==> src/rtl/router_switch_allocator_pkg.sv <==
`default_nettype none
// ============================================================================
// Module      : router_pkg
// Description : Port codes, port indices and shared types for the 3-port
//               router (x, y, local) switch allocator and crossbar.
// Revision    : 1.0 - initial release
// ============================================================================
package router_pkg;

   // Crossbar select / destination codes (shared with the crossbar)
   localparam logic [1:0] PORT_NONE  = 2'b00;
   localparam logic [1:0] PORT_X     = 2'b01;
   localparam logic [1:0] PORT_Y     = 2'b10;
   localparam logic [1:0] PORT_LOCAL = 2'b11;

   // Port indices into the per-port vectors
   localparam int IDX_X     = 0;
   localparam int IDX_Y     = 1;
   localparam int IDX_LOCAL = 2;
   localparam int NUM_PORTS = 3;

   // Crossbar data width
   localparam int FLIT_W = 40;

   // Per-output wormhole state
   typedef enum logic [0:0] {
      OUT_IDLE   = 1'b0,
      OUT_LOCKED = 1'b1
   } out_state_e;

   // Input index (0..2) to select code (01..11)
   function automatic logic [1:0] idx2code(input logic [1:0] idx);
      return idx + 2'd1;
   endfunction

endpackage
`default_nettype wire

==> src/rtl/router_switch_allocator_if.sv <==
`default_nettype none
// ============================================================================
// Module      : router_switch_allocator_if
// Description : Request/grant bundle between the input FIFOs, the downstream
//               ready flags and the switch allocator.
//               master = FIFO/downstream side, slave = allocator.
// Revision    : 1.0 - initial release
// ============================================================================
interface router_switch_allocator_if;
   import router_pkg::*;

   logic [NUM_PORTS-1:0]   in_valid;
   logic [2*NUM_PORTS-1:0] in_dest;
   logic [NUM_PORTS-1:0]   in_tail;
   logic [NUM_PORTS-1:0]   out_ready;
   logic [1:0]             control_x;
   logic [1:0]             control_y;
   logic [1:0]             control_local;
   logic [NUM_PORTS-1:0]   in_pop;
   logic [NUM_PORTS-1:0]   out_valid;
   logic                   len_err;

   modport master (
      output in_valid, in_dest, in_tail, out_ready,
      input  control_x, control_y, control_local, in_pop, out_valid, len_err
   );

   modport slave (
      input  in_valid, in_dest, in_tail, out_ready,
      output control_x, control_y, control_local, in_pop, out_valid, len_err
   );

endinterface
`default_nettype wire

==> src/rtl/router_switch_allocator_arb.sv <==
`default_nettype none
// ============================================================================
// Module      : rr_arbiter3
// Description : 3-request rotating-priority arbiter. The search starts one
//               past the last winner; with RR_EN=0 it is fixed x > y > local.
//               The pointer moves to the winner whenever a grant is issued.
// Revision    : 1.0 - initial release
// ============================================================================
module rr_arbiter3
   import router_pkg::*;
#(
   parameter bit RR_EN = 1'b1
) (
   input  wire logic       clk,
   input  wire logic       rst_n,
   input  wire logic [2:0] req_i,
   output logic      [2:0] gnt_o,
   output logic      [1:0] gnt_idx_o
);

   logic [1:0] ptr_q;
   logic [1:0] ptr_d;
   logic [1:0] start_ptr;
   logic [2:0] gnt_d;
   logic [1:0] idx_d;
   logic [2:0] sum;
   logic [1:0] cand;
   logic       found;

   // Fixed priority is a round-robin search pinned to "last winner = local"
   assign start_ptr = RR_EN ? ptr_q : 2'(IDX_LOCAL);

   // Scan ptr+1, ptr+2, ptr (mod 3) and take the first requester
   always_comb begin
      gnt_d = '0;
      idx_d = '0;
      found = 1'b0;
      sum   = '0;
      cand  = '0;
      for (int k = 1; k <= 3; k++) begin
         sum  = {1'b0, start_ptr} + 3'(k);
         cand = (sum >= 3'd3) ? 2'(sum - 3'd3) : sum[1:0];
         if (!found && req_i[cand]) begin
            found = 1'b1;
            gnt_d = 3'b001 << cand;
            idx_d = cand;
         end
      end
   end

   assign ptr_d = found ? idx_d : ptr_q;

   // Pointer register; reset to local so x is searched first
   always_ff @(posedge clk) begin
      if (!rst_n) begin
         ptr_q <= 2'(IDX_LOCAL);
      end else begin
         ptr_q <= ptr_d;
      end
   end

   assign gnt_o     = gnt_d;
   assign gnt_idx_o = idx_d;

endmodule
`default_nettype wire

==> src/rtl/router_switch_allocator.sv <==
`default_nettype none
// ============================================================================
// Module      : router_switch_allocator
// Description : Wormhole switch allocator for the 3-port router crossbar.
//               Each output arbitrates idle head flits, then stays locked to
//               the winning input until its tail pops or the packet exceeds
//               MAX_PKT_LEN flits (forced release with a len_err pulse).
//               Selects and pops are combinational (FWFT FIFOs); out_valid
//               and len_err are registered.
// Revision    : 1.0 - initial release
// ============================================================================
module router_switch_allocator
   import router_pkg::*;
#(
   parameter bit RR_EN       = 1'b1,
   parameter int MAX_PKT_LEN = 16
) (
   input wire logic                  clk,
   input wire logic                  rst_n,
   router_switch_allocator_if.slave  bus
);

   // Count value at which a further non-tail pop overflows the packet
   localparam logic [7:0] CNT_LAST = 8'(MAX_PKT_LEN - 1);

   logic [2:0] in_valid_w;
   logic [5:0] in_dest_w;
   logic [2:0] in_tail_w;
   logic [2:0] out_ready_w;

   logic [2:0] locked_w;   // output o is LOCKED
   logic [5:0] owner_w;    // owner index of output o at [2o+:2]
   logic [2:0] busy_w;     // input i owns some output
   logic [5:0] ctrl_w;     // select code of output o at [2o+:2]
   logic [8:0] pop_w;      // pop request from output o at [3o+:3]
   logic [2:0] force_w;    // output o forces a release this cycle

   logic [2:0] out_valid_q;
   logic       len_err_q;

   assign in_valid_w  = bus.in_valid;
   assign in_dest_w   = bus.in_dest;
   assign in_tail_w   = bus.in_tail;
   assign out_ready_w = bus.out_ready;

   // An input is busy while any output is locked to it
   always_comb begin
      busy_w = '0;
      for (int o = 0; o < 3; o++) begin
         if (locked_w[o]) begin
            busy_w[owner_w[2*o +: 2]] = 1'b1;
         end
      end
   end

   for (genvar o = 0; o < 3; o++) begin : g_out
      localparam logic [1:0] OUT_CODE = 2'(o + 1);

      out_state_e state_q, state_d;
      logic [1:0] owner_q, owner_d;
      logic [7:0] cnt_q, cnt_d;
      logic [2:0] cand;
      logic [2:0] req;
      logic [2:0] gnt;
      logic [1:0] gnt_idx;
      logic       grant;
      logic       fire;
      logic [1:0] ctrl_raw;
      logic [2:0] pop_raw;
      logic       forced;

      // Head flits addressed here from inputs not already holding a lock
      always_comb begin
         cand = '0;
         for (int i = 0; i < 3; i++) begin
            cand[i] = in_valid_w[i] && (in_dest_w[2*i +: 2] == OUT_CODE) && !busy_w[i];
         end
      end

      // Arbitrate only while idle and downstream can take the flit
      assign req = ((state_q == OUT_IDLE) && out_ready_w[o]) ? cand : 3'b000;

      rr_arbiter3 #(
         .RR_EN (RR_EN)
      ) u_arb (
         .clk       (clk),
         .rst_n     (rst_n),
         .req_i     (req),
         .gnt_o     (gnt),
         .gnt_idx_o (gnt_idx)
      );

      assign grant = |gnt;
      assign fire  = (state_q == OUT_LOCKED) && in_valid_w[owner_q] && out_ready_w[o];

      // Select code, pop strobe and next wormhole state for this output
      always_comb begin
         state_d  = state_q;
         owner_d  = owner_q;
         cnt_d    = cnt_q;
         ctrl_raw = PORT_NONE;
         pop_raw  = '0;
         forced   = 1'b0;
         if (state_q == OUT_IDLE) begin
            if (grant) begin
               ctrl_raw         = idx2code(gnt_idx);
               pop_raw[gnt_idx] = 1'b1;
               // A single-flit packet leaves the output idle
               if (!in_tail_w[gnt_idx]) begin
                  state_d = OUT_LOCKED;
                  owner_d = gnt_idx;
                  cnt_d   = 8'd1;
               end
            end
         end else if (fire) begin
            ctrl_raw         = idx2code(owner_q);
            pop_raw[owner_q] = 1'b1;
            if (in_tail_w[owner_q]) begin
               state_d = OUT_IDLE;
               cnt_d   = 8'd0;
            end else if (cnt_q == CNT_LAST) begin
               state_d = OUT_IDLE;
               cnt_d   = 8'd0;
               forced  = 1'b1;
            end else begin
               cnt_d = cnt_q + 8'd1;
            end
         end
      end

      // Wormhole state registers; reset drops any lock silently
      always_ff @(posedge clk) begin
         if (!rst_n) begin
            state_q <= OUT_IDLE;
            owner_q <= 2'd0;
            cnt_q   <= 8'd0;
         end else begin
            state_q <= state_d;
            owner_q <= owner_d;
            cnt_q   <= cnt_d;
         end
      end

      assign locked_w[o]        = (state_q == OUT_LOCKED);
      assign owner_w[2*o +: 2]  = owner_q;
      assign ctrl_w[2*o +: 2]   = rst_n ? ctrl_raw : PORT_NONE;
      assign pop_w[3*o +: 3]    = rst_n ? pop_raw : 3'b000;
      assign force_w[o]         = forced;
   end

   // Inputs have a single destination, so the OR never merges two grants
   assign bus.in_pop        = pop_w[2:0] | pop_w[5:3] | pop_w[8:6];
   assign bus.control_x     = ctrl_w[1:0];
   assign bus.control_y     = ctrl_w[3:2];
   assign bus.control_local = ctrl_w[5:4];

   // out_valid tracks the crossbar output register; len_err pulses once
   always_ff @(posedge clk) begin
      if (!rst_n) begin
         out_valid_q <= 3'b000;
         len_err_q   <= 1'b0;
      end else begin
         out_valid_q <= {|ctrl_w[5:4], |ctrl_w[3:2], |ctrl_w[1:0]};
         len_err_q   <= |force_w;
      end
   end

   assign bus.out_valid = out_valid_q;
   assign bus.len_err   = len_err_q;

endmodule
`default_nettype wire

==> src/flat_wrapper.sv <==
// flat-port wrapper written by rule: the top's interface ports become plain ports
module router_switch_allocator_flat import router_pkg::*;
#(
   parameter bit RR_EN       = 1'b1,
   parameter int MAX_PKT_LEN = 16
)
  (clk, rst_n, bus_in_valid, bus_in_dest, bus_in_tail, bus_out_ready, bus_control_x, bus_control_y, bus_control_local, bus_in_pop, bus_out_valid, bus_len_err);
  router_switch_allocator_if bus_i ();
  input wire logic clk;
  input wire logic rst_n;
  input wire logic [$bits(bus_i.in_valid)-1:0] bus_in_valid;
  input wire logic [$bits(bus_i.in_dest)-1:0] bus_in_dest;
  input wire logic [$bits(bus_i.in_tail)-1:0] bus_in_tail;
  input wire logic [$bits(bus_i.out_ready)-1:0] bus_out_ready;
  output wire logic [$bits(bus_i.control_x)-1:0] bus_control_x;
  output wire logic [$bits(bus_i.control_y)-1:0] bus_control_y;
  output wire logic [$bits(bus_i.control_local)-1:0] bus_control_local;
  output wire logic [$bits(bus_i.in_pop)-1:0] bus_in_pop;
  output wire logic [$bits(bus_i.out_valid)-1:0] bus_out_valid;
  output wire logic [$bits(bus_i.len_err)-1:0] bus_len_err;
  assign bus_i.in_valid = bus_in_valid;
  assign bus_i.in_dest = bus_in_dest;
  assign bus_i.in_tail = bus_in_tail;
  assign bus_i.out_ready = bus_out_ready;
  assign bus_control_x = bus_i.control_x;
  assign bus_control_y = bus_i.control_y;
  assign bus_control_local = bus_i.control_local;
  assign bus_in_pop = bus_i.in_pop;
  assign bus_out_valid = bus_i.out_valid;
  assign bus_len_err = bus_i.len_err;
  router_switch_allocator #(.RR_EN(RR_EN), .MAX_PKT_LEN(MAX_PKT_LEN)) u_core (.clk(clk), .rst_n(rst_n), .bus(bus_i));
endmodule
==> config.mk <==
export PLATFORM = sky130hd
export DESIGN_NAME = router_switch_allocator_flat
export DESIGN_NICKNAME = d
export VERILOG_FILES = /design/src/rtl/router_switch_allocator_pkg.sv /design/src/rtl/router_switch_allocator_if.sv /design/src/rtl/router_switch_allocator_arb.sv /design/src/rtl/router_switch_allocator.sv /design/src/flat_wrapper.sv
export SDC_FILE = /design/constraint.sdc
export NUM_CORES = 1
export LEC_CHECK = 0
export BUFFER_PORTS_ARGS = -buffer_cell sky130_fd_sc_hd__buf_2
export CORE_ASPECT_RATIO = 1.4
export CORE_MARGIN = 4
export CORE_UTILIZATION = 30
export DETAILED_ROUTE_END_ITERATION = 10
export PLACE_DENSITY_LB_ADDON = 0.3
export SYNTH_ARGS = -nofsm -noshare
export SYNTH_HDL_FRONTEND = slang
export SYNTH_SLANG_ARGS = --single-unit
==> constraint.sdc <==
create_clock -name clk -period 8.4 [get_ports clk]
set_clock_uncertainty 0.15 [all_clocks]
set_input_delay 0.84 -clock clk [delete_from_list [all_inputs] [get_ports clk]]
set_output_delay 0.84 -clock clk [all_outputs]
set_load 0.05 [all_outputs]
==> tab_implementation.tex <==
\begin{tabular}{lr}
\hline
Metric & Value \\
\hline
\multicolumn{2}{l}{\textbf{Placed design}} \\
Weighted congestion at the end of routability-driven global placement & 0.866 \\
Port Buf Inserts & 29 \\
Detail Placement HPWL & 9890 um \\
\multicolumn{2}{l}{\textbf{Clocking}} \\
Total number of clock tree sinks & 43 \\
Total of hold buffers inserted after clock tree synthesis & 0 \\
Clock transition at the registers of the reported paths & 0.06 ns \\
Post-CTS setup repair buffer count & 0 \\
Bufs on Longest Clock Path & 2 \\
TritonCTS clock tree & built \\
Clock network latency to the later pin of the worst-skew pair & 0.29 ns \\
Deepest level of the CTS H-tree & 2 \\
Clock root buffer master & clkbuf\_16 \\
Number of buffers inserted during clock tree synthesis & 5 \\
Cells resized by post-CTS repair & 0 \\
\multicolumn{2}{l}{\textbf{Critical path}} \\
Endpoint required time on the critical path & 7.41 ns \\
Classification of the worst setup path & reg -> out \\
Setup crit start kind & register \\
Maximum net fanout on the critical path & 8 \\
Capturing element type of the critical path & output port \\
Endpoint arrival time on the critical path & 3.88 ns \\
\multicolumn{2}{l}{\textbf{Yosys}} \\
Share of async-settable or async-resettable flops after synthesis & 0 \\
Number of instances in the synthesized netlist & 543 \\
Avg Synthesized Cell Area & 7.84 um2 \\
Warnings, synthesis & 0 \\
Number of synthesized flops with an enable pin & 0 \\
Sequential share of the synthesized area & 0.202 \\
Synth cell types & 88 \\
Area of the mapped netlist & 4260 um2 \\
Register bit total from synthesis & 43 \\
Synthesized net count & 599 \\
Most used DFF post-synth & dfxtp\_1 \\
\multicolumn{2}{l}{\textbf{Routing}} \\
Vias per std cell & 5.76 \\
Remaining antenna violation count after routing & 0 \\
Length of the first detailed-routing pass in iterations & 5 \\
Residual DRC & 0 \\
Detailed Route WL & 12,700 um \\
Via count & 4,267 \\
Drt initial violations & 318 \\
Wirelength per Cell & 17.1 um \\
\multicolumn{2}{l}{\textbf{Cells and area}} \\
Share of layout cells above drive strength 1 & 0.119 \\
Area added between synthesis and finish & 9.35\% \\
Highest-count cells in the layout ignoring fill and taps & nor2\_1, dfxtp\_1, ha\_1 \\
Diodes inserted & 0 \\
Commonest non-fill, non-tap cell in the layout & nor2\_1 \\
Number of nets at the end of the flow & 611 \\
\multicolumn{2}{l}{\textbf{Floorplan}} \\
Placeable Area & 13,900 um2 \\
Die W & 109 um \\
Count of standard-cell rows & 51 \\
Die area & 16,200 um2 \\
Height of the die & 149 um \\
Count of pins on the block boundary & 30 \\
Initial core utilization & 0.306 \\
\multicolumn{2}{l}{\textbf{STA}} \\
Count of final hold-check violations & 0 \\
Time the worst path needs with I/O delays and setup & 4.87 ns \\
Highest attainable clock frequency & 0.205 GHz \\
Sum Neg Setup Slack & 0 ns \\
Final hold slack & 0.332 ns \\
RSZ-0062 raised after global routing & no \\
Pin slew with the least headroom to its limit & 0.888 ns \\
Number of setup violations in the final report & 0 \\
Worst-case headroom to the max-slew limit & 0.393 \\
Portion of the clock cycle consumed by the worst path in the final layout & 0.580 \\
Slew Viols, Final & 0 \\
\multicolumn{2}{l}{\textbf{Power and ir drop}} \\
Power per cell area & 161 nW/um2 \\
Leakage power & 1.94 nW \\
Worst vdd ir & 0.0623 mV \\
\multicolumn{2}{l}{\textbf{Global routing}} \\
Global-route wire length before repair & 20,300 um \\
Via count of the first global-routing pass & 4,074 \\
Number of antenna violations at the first check in global routing & 0 \\
GR Util All Layers & 0.156 \\
Remaining Overflow, GRT & 0 \\
Pin count of the biggest net entering global routing & 49 \\
\multicolumn{2}{l}{\textbf{Hold path}} \\
Worst min path class & reg -> reg \\
\multicolumn{2}{l}{\textbf{Job}} \\
Count of max-cap constraint violations & 0 \\
\multicolumn{2}{l}{\textbf{Outcome}} \\
Status & finished clean \\
\hline
\end{tabular}
==> cell families after synthesis <==
group,after synthesis,synth area share
muxes,13,0.0312
adders and majority gates,39,0.115
DFF,43,0.202
AOI/OAI and AO/OA,162,0.285
buffers and inverters,64,0.0650
and+or+nand+nor,222,0.302
==> cell type report <==
type / instances / area, um2
Fill cell: 1482 / 9260
Multi-Input combinational cell: 436 / 3120
Sequential cell: 43 / 861
Tap cell: 185 / 231
Timing Repair Buffer: 31 / 160
Inverter: 38 / 143
Clock buffer: 5 / 125
Clock inverter: 3 / 15.0
==> synth_stat cells, drive strengths merged (4+ instances only) <==
library cell / number / area, um2
nor2: 49 / 184
dfxtp: 43 / 861
ha: 39 / 488
inv: 37 / 139
nand2: 36 / 135
a21oi: 29 / 156
o21ai: 22 / 110
nand3: 19 / 100
and3: 17 / 111
clkbuf: 16 / 60.1
nand4: 16 / 115
and2: 14 / 87.6
nor3: 14 / 70.1
o311ai: 14 / 130
o31ai: 13 / 103
mux2i: 11 / 110
buf: 10 / 73.8
nand3b: 10 / 75.1
a31oi: 9 / 56.3
o211ai: 9 / 67.6
o22ai: 7 / 50.1
a21o: 6 / 45.0
nor4: 6 / 50.0
a22oi: 5 / 56.3
or2: 5 / 31.3
or4b: 5 / 53.8
a211oi: 4 / 30.0
nand2b: 4 / 25.0
nor2b: 4 / 27.5
o211a: 4 / 40.0
or3: 4 / 25.0
==> stage by stage <==
stage,util,area [um2],power (mW),cells,setup WS (ns)
floorplan,-,4260,0.490,543,4.12
CTS,0.335,4650,0.755,741,3.57
global placement,0.325,4510,0.554,733,3.97
finish,0.335,4650,0.749,741,3.53
global route,0.335,4650,0.792,741,3.09
detailed placement,0.325,4510,0.559,733,3.82
==> critical path, cell delays in order, from the launching register on <==
cell       delay [ns]
dfxtp_1          0.49
inv_1            0.14
ha_1             0.26
a21boi_1         0.41
nand4_4          0.22
a41oi_1          0.27
nor3_1           0.07
a2111oi_0        0.75
nand2_1          0.30
a221oi_1         0.36
nor2_1           0.07
buf_2            0.25
==> state kept, by name, summed over array words and instances (netlist names) <==
register,flops
u_core.g_out.cnt_q,24
u_core.bus.len_err,1
u_core.g_out.state_q,3
u_core.bus.out_valid,3
u_core.g_out.u_arb.ptr_q,6
u_core.g_out.owner_q,6
==> where the power goes <==
part           switching (mW)  internal [mW]  leakage (nW)
registers              0.0250          0.218         0.348
clock network          0.0823          0.109        0.0733
logic                   0.213          0.102          1.51
==> final timing paths <==
kind | start | to | slack [ns] | depth (start not counted)
setup reg to reg | u_core.g_out[0].owner_q[0] | u_core.g_out[2].cnt_q[2] | 4.41 | 10
setup / recovery | u_core.g_out[0].owner_q[0] | bus_in_pop[2] | 3.53 | 11
hold / removal | u_core.g_out[1].cnt_q[6] | u_core.g_out[1].cnt_q[6] | 0.33 | 2
hold reg to reg | u_core.g_out[1].cnt_q[6] | u_core.g_out[1].cnt_q[6] | 0.33 | 2
==> layer usage <==
layer  vias to the layer above  track usage  wire length [um]
met5                         -            0                 0
met4                         0       0.0796               528
met3                        33       0.0186               484
met2                       121        0.281              6520
met1                      2031        0.179              5170
li1                       2082            -                 -
(Power assumes the default switching activity.)
